[config.mk]
export PLATFORM = sky130hd
export DESIGN_NAME = gray_count_rx
export DESIGN_NICKNAME = d
export VERILOG_FILES = /design/src/rtl/gray_count_rx.sv
export SDC_FILE = /design/constraint.sdc
export NUM_CORES = 1
export LEC_CHECK = 0
export ABC_AREA = 1
export CORE_MARGIN = 3
export CORE_UTILIZATION = 60
export CTS_CLUSTER_DIAMETER = 40
export DETAILED_ROUTE_END_ITERATION = 10
export DONT_BUFFER_PORTS = 1
export GPL_ROUTABILITY_DRIVEN = 0
export PLACE_DENSITY = 0.84
export SLEW_MARGIN = 20
export SYNTH_ARGS = -nofsm -noshare
export SYNTH_HDL_FRONTEND = slang
export SYNTH_SLANG_ARGS = --single-unit
[constraint.sdc]
create_clock -name clk -period 5.2 [get_ports clk]
set_clock_uncertainty 0.1 [all_clocks]
set_input_delay 0.78 -clock clk [delete_from_list [all_inputs] [get_ports clk]]
set_output_delay 0.78 -clock clk [all_outputs]
set_load 0.05 [all_outputs]
[src/rtl/gray_count_rx.sv]
// Receive side of a gray count bus: samples, decodes to binary and classifies each step.
// Optional GRAY_SYNC_EN adds a two-flop synchronizer ahead of the capture register.
module gray_count_rx #(
  parameter int N = 4
) (
  input  logic         clk,
  input  logic         rstn,
  input  logic [N-1:0] gray_in,
  output logic [N-1:0] bin_out,
  output logic         valid,
  output logic         up,
  output logic         dn,
  output logic         wrap,
  output logic         err,
  output logic [7:0]   err_cnt
);

`ifdef GRAY_SYNC_EN
  localparam int D = 3;
`else
  localparam int D = 1;
`endif
  localparam logic [1:0]   ACQ_LAST = 2'(D);
  localparam logic [N-1:0] ONE      = N'(1);

  typedef enum logic [1:0] {ST_ACQ, ST_TRACK, ST_FAULT} state_t;

  state_t              state_q, state_d;
  logic [D-1:0][N-1:0] stage_q;
  logic [N-1:0]        g_s;
  logic [N-1:0]        g_p_q, g_p_d;
  logic [N-1:0]        bin_q, bin_d;
  logic [N-1:0]        b_s, b_p, diff;
  logic [1:0]          acq_q, acq_d;
  logic [1:0]          good_q, good_d;
  logic [7:0]          err_cnt_q, err_cnt_d;
  logic                valid_q, valid_d;
  logic                up_q, up_d, dn_q, dn_d, wrap_q, wrap_d, err_q, err_d;
  logic                one_bit, multi_bit;

  assign g_s = stage_q[D-1];

  // Each binary bit is the parity of the gray bits at and above it.
  genvar gi;
  generate
    for (gi = 0; gi < N; gi++) begin : g_dec
      assign b_s[gi] = ^g_s[N-1:gi];
      assign b_p[gi] = ^g_p_q[N-1:gi];
    end
  endgenerate

  assign diff      = g_s ^ g_p_q;
  assign one_bit   = (diff != '0) && ((diff & (diff - ONE)) == '0);
  assign multi_bit = (diff != '0) && !one_bit;

  always_comb begin
    state_d   = state_q;
    acq_d     = acq_q;
    good_d    = good_q;
    g_p_d     = g_p_q;
    bin_d     = bin_q;
    valid_d   = valid_q;
    err_cnt_d = err_cnt_q;
    up_d      = 1'b0;
    dn_d      = 1'b0;
    wrap_d    = 1'b0;
    err_d     = 1'b0;
    case (state_q)
      ST_ACQ: begin
        acq_d = acq_q + 2'd1;
        if (acq_q == ACQ_LAST) begin
          g_p_d   = g_s;
          bin_d   = b_s;
          valid_d = 1'b1;
          state_d = ST_TRACK;
        end
      end
      ST_TRACK: begin
        g_p_d = g_s;
        bin_d = b_s;
        if (one_bit) begin
          if (b_s == b_p + ONE) begin
            up_d   = 1'b1;
            wrap_d = (b_s == '0);
          end else begin
            dn_d   = 1'b1;
            wrap_d = (b_s == '1);
          end
        end else if (multi_bit) begin
          err_d     = 1'b1;
          err_cnt_d = (err_cnt_q == 8'hFF) ? err_cnt_q : err_cnt_q + 8'd1;
          valid_d   = 1'b0;
          good_d    = 2'd0;
          state_d   = ST_FAULT;
        end
      end
      ST_FAULT: begin
        g_p_d = g_s;
        bin_d = b_s;
        // Two legal steps in a row (holds allowed between them) re-lock the tracker.
        if (one_bit) begin
          if (good_q == 2'd1) begin
            good_d  = 2'd0;
            valid_d = 1'b1;
            state_d = ST_TRACK;
          end else begin
            good_d = good_q + 2'd1;
          end
        end else if (multi_bit) begin
          err_d     = 1'b1;
          err_cnt_d = (err_cnt_q == 8'hFF) ? err_cnt_q : err_cnt_q + 8'd1;
          good_d    = 2'd0;
        end
      end
      default: state_d = ST_ACQ;
    endcase
  end

  always_ff @(posedge clk or negedge rstn) begin
    if (!rstn) begin
      stage_q   <= '0;
      state_q   <= ST_ACQ;
      acq_q     <= 2'd0;
      good_q    <= 2'd0;
      g_p_q     <= '0;
      bin_q     <= '0;
      valid_q   <= 1'b0;
      err_cnt_q <= 8'd0;
      up_q      <= 1'b0;
      dn_q      <= 1'b0;
      wrap_q    <= 1'b0;
      err_q     <= 1'b0;
    end else begin
      stage_q[0] <= gray_in;
      for (int k = 1; k < D; k++) stage_q[k] <= stage_q[k-1];
      state_q   <= state_d;
      acq_q     <= acq_d;
      good_q    <= good_d;
      g_p_q     <= g_p_d;
      bin_q     <= bin_d;
      valid_q   <= valid_d;
      err_cnt_q <= err_cnt_d;
      up_q      <= up_d;
      dn_q      <= dn_d;
      wrap_q    <= wrap_d;
      err_q     <= err_d;
    end
  end

  assign bin_out = bin_q;
  assign valid   = valid_q;
  assign up      = up_q;
  assign dn      = dn_q;
  assign wrap    = wrap_q;
  assign err     = err_q;
  assign err_cnt = err_cnt_q;

endmodule
==> flow_summary.yaml <==
sta:
  finalHoldViolations: 0
  min_period_over_period: 0.410
  fin_crit_ns: 2.13
  fmax_mhz: 469
  holdWs_ns: 0.0361
  rsz0062_at_grt: "no"
  slew_viol_final: 0
  tns_ns: 0
  tightestPinTransition_ns: 0.763
  slew_headroom: 0.488
  setup-violations-final: 0
global_route:
  met1_usage: 0.249
  use_met3: 0.0497
  grt_pass1_wl_um: 4920
  grt_most_used_layer: "met2"
  grt_usage: 0.183
  grt_max_degree: 31
  grt-ovfl-total: 0
  grtUsageMet2: 0.269
  antenna_found_initial: 0
  grt_pass1_vias: 1144
die:
  design.core.area_sq_um: 2780
  fp.dieH_um: 60.3
  die_area_sq_um: 3630
  num_rows: 19
  die_w_um: 60.3
  ios: 23
  start_util: 0.635
route:
  first_pass_iters: 4
  dr.first_iter.drc_count: 35
  drc: 0
  antenna_left: 0
  vias: 1367
  viasPerCell: 5.26
  wl_per_cell_um: 11.3
  detail_route.wirelength_um: 2930
cells_and_area:
  drive_above_1_share: 0.162
  fillers: 240
  area_delta_synth_final_pct: 3.33
  final_nets: 242
  fin_cells: 260
  num_antenna_cells: 0
clock_network:
  clk_pin_slew_ns: 0.10
  clk_latency_ns: 0.32
  cts_inserted_buffers: 5
  htreeDepth: 2
  clock_path_buffers: 2
  tritoncts: "done"
  postCtsSetupBuffers: 0
  ctsResizeCount: 0
  cts_root_buf: "clkbuf_4"
  holdBufCountCts: 0
  cts.sinks: 30
synthesis:
  synth_area_sq_um: 1770
  async_flop_share: 1.00
  synth_top_cells_by_count: "81 x nand2_1, 30 x dfrtp_1, 16 x inv_1, 15 x nand3_1, 13 x nor2_1"
  seq_area_frac_synth: 0.425
  ys_seq_elements: 30
  netlist_instances: 225
  yosysTopAreaCell: "dfrtp_1"
  synth_flop_cell: "dfrtp_1"
  syn-mean-instance-area_sq_um: 7.85
  syn_nets: 239
  yosys_warnings: 0
  synth_area_leaders: "dfrtp_1 42%, nand2_1 17%, ha_1 5.7%"
  synth_top_area_share: 0.425
  yosysMostFrequentCell: "nand2_1"
  synth_cell_types: 29
  synth_edf_count: 0
power_and_ir_drop:
  p_leak_uw: 0.000957
  power_density_nw_per_um2: 681
  vdd_ir_drop_max_uv: 444
critical_path:
  slowest_delay_ns: 0.74
  cpLargestDelayFamily: "simple AND/OR/NAND/NOR gates"
  path_class: "reg2reg"
  reg2reg_slack_ns: 3.07
  critPathRequiredTime_ns: 5.33
  cp_slowest_cell: "dfrtp_1"
  cp_cell_sequence: "ha_1 > nand3_1 > nor2_1 > nand3_1 > nand2_4 > inv_1 > nand3b_1 > nand2_1"
  worstPathMaxFanout: 12
  path_buf_inv: 1
  reg2reg_depth: 8
  cp_common_cell: "nand3_1"
  endpoint_kind: "register"
  start_kind: "register"
  cp.depth: 8
  arrival_ns: 2.26
job:
  max_cap_violations: 0
outcome:
  status: "finished, final reports clean"
placed_design:
  hpwl_um: 2200
  place_inst: 252
  numPortBuffers: 0
hold_path:
  hold_path_class: "in2async"
## metrics by stage
step                instance area [sq um]  total power (uW)   util  worst slack [ns]
CTS                                  1830              1250  0.656              3.03
finish                               1830              1240  0.656              3.07
global route                         1830              1360  0.656              2.83
floorplan                            1770              1050      -              3.29
global placement                     1760              1090  0.633              3.07
detailed placement                   1760              1100  0.633              3.01
## state kept, by name, summed over array words and instances, names as in the netlist
signal   flops
acq_q        2
up           1
good_q       2
dn           1
bin_out      3
g_s          4
valid        1
wrap         1
g_p_q        4
err          1
err_cnt      8
state_q      2
## layer usage
layer / wire length, um / vias to the layer above
met1: 1460 / 621
met5: 0 / -
met2: 1280 / 30
met4: 45 / 0
li1: - / 711
met3: 138 / 5
## final timing paths
check                           start          to
max                        err_cnt[0]  err_cnt[3]
min                              rstn  err_cnt[7]
max reg2reg                err_cnt[0]  err_cnt[3]
min reg2reg                  acq_q[0]    acq_q[0]
max in group asynchronous        rstn    g_p_q[3]
min in group clk           gray_in[0]      g_s[0]
## area by class of cell
type / instances / area [sq um] / share of cell area
Clock buffer: 6 / 51.3 / 0.0281
Sequential cell: 30 / 751 / 0.411
Inverter: 23 / 87.6 / 0.0480
Clock inverter: 2 / 12.5 / 0.00685
Tap cell: 31 / 38.8 / 0.0212
Multi-Input combinational cell: 168 / 885 / 0.485
## placed cells by master (no fill, tap or decap), types with 2 or more instances in the layout
cell type  instances
inv_1             16
o21ai_0           10
xnor2_1            4
nand4_1            3
nand2_1           81
nand2_2           10
dfrtp_1           30
nor2_1            13
inv_2              6
a21oi_1            3
o21ai_1            3
clkbuf_4           5
nor3_1             2
nand3_1           15
o21ai_2            4
clkinv_2           2
ha_1               8
nor2_4             2
nand2_4            3
## worst reg2reg max path: stages (launching register included)
cell	delay, ns
dfrtp_1	0.74
ha_1	0.31
nand3_1	0.08
nor2_1	0.19
nand3_1	0.14
nand2_4	0.21
inv_1	0.11
nand3b_1	0.09
nand2_1	0.05
## where the power goes
group / internal, uW / total, uW / switching (uW)
logic: 196 / 544 / 347
clock network: 64.9 / 145 / 80.4
registers: 312 / 555 / 243
total: 573 / 1240 / 670
## logic make-up after synthesis
| kind of cell | Yosys count | share of synthesized area |
|---|---|---|
| and+or+nand+nor | 133 | 0.341 |
| DFF | 30 | 0.425 |
| buffers and inverters | 27 | 0.0744 |
| AOI/OAI and AO/OA | 21 | 0.0694 |
| adders and majority gates | 8 | 0.0567 |
| xor gates and xnor gates | 6 | 0.0340 |
Note: power is estimated with default switching activity, not from simulation.
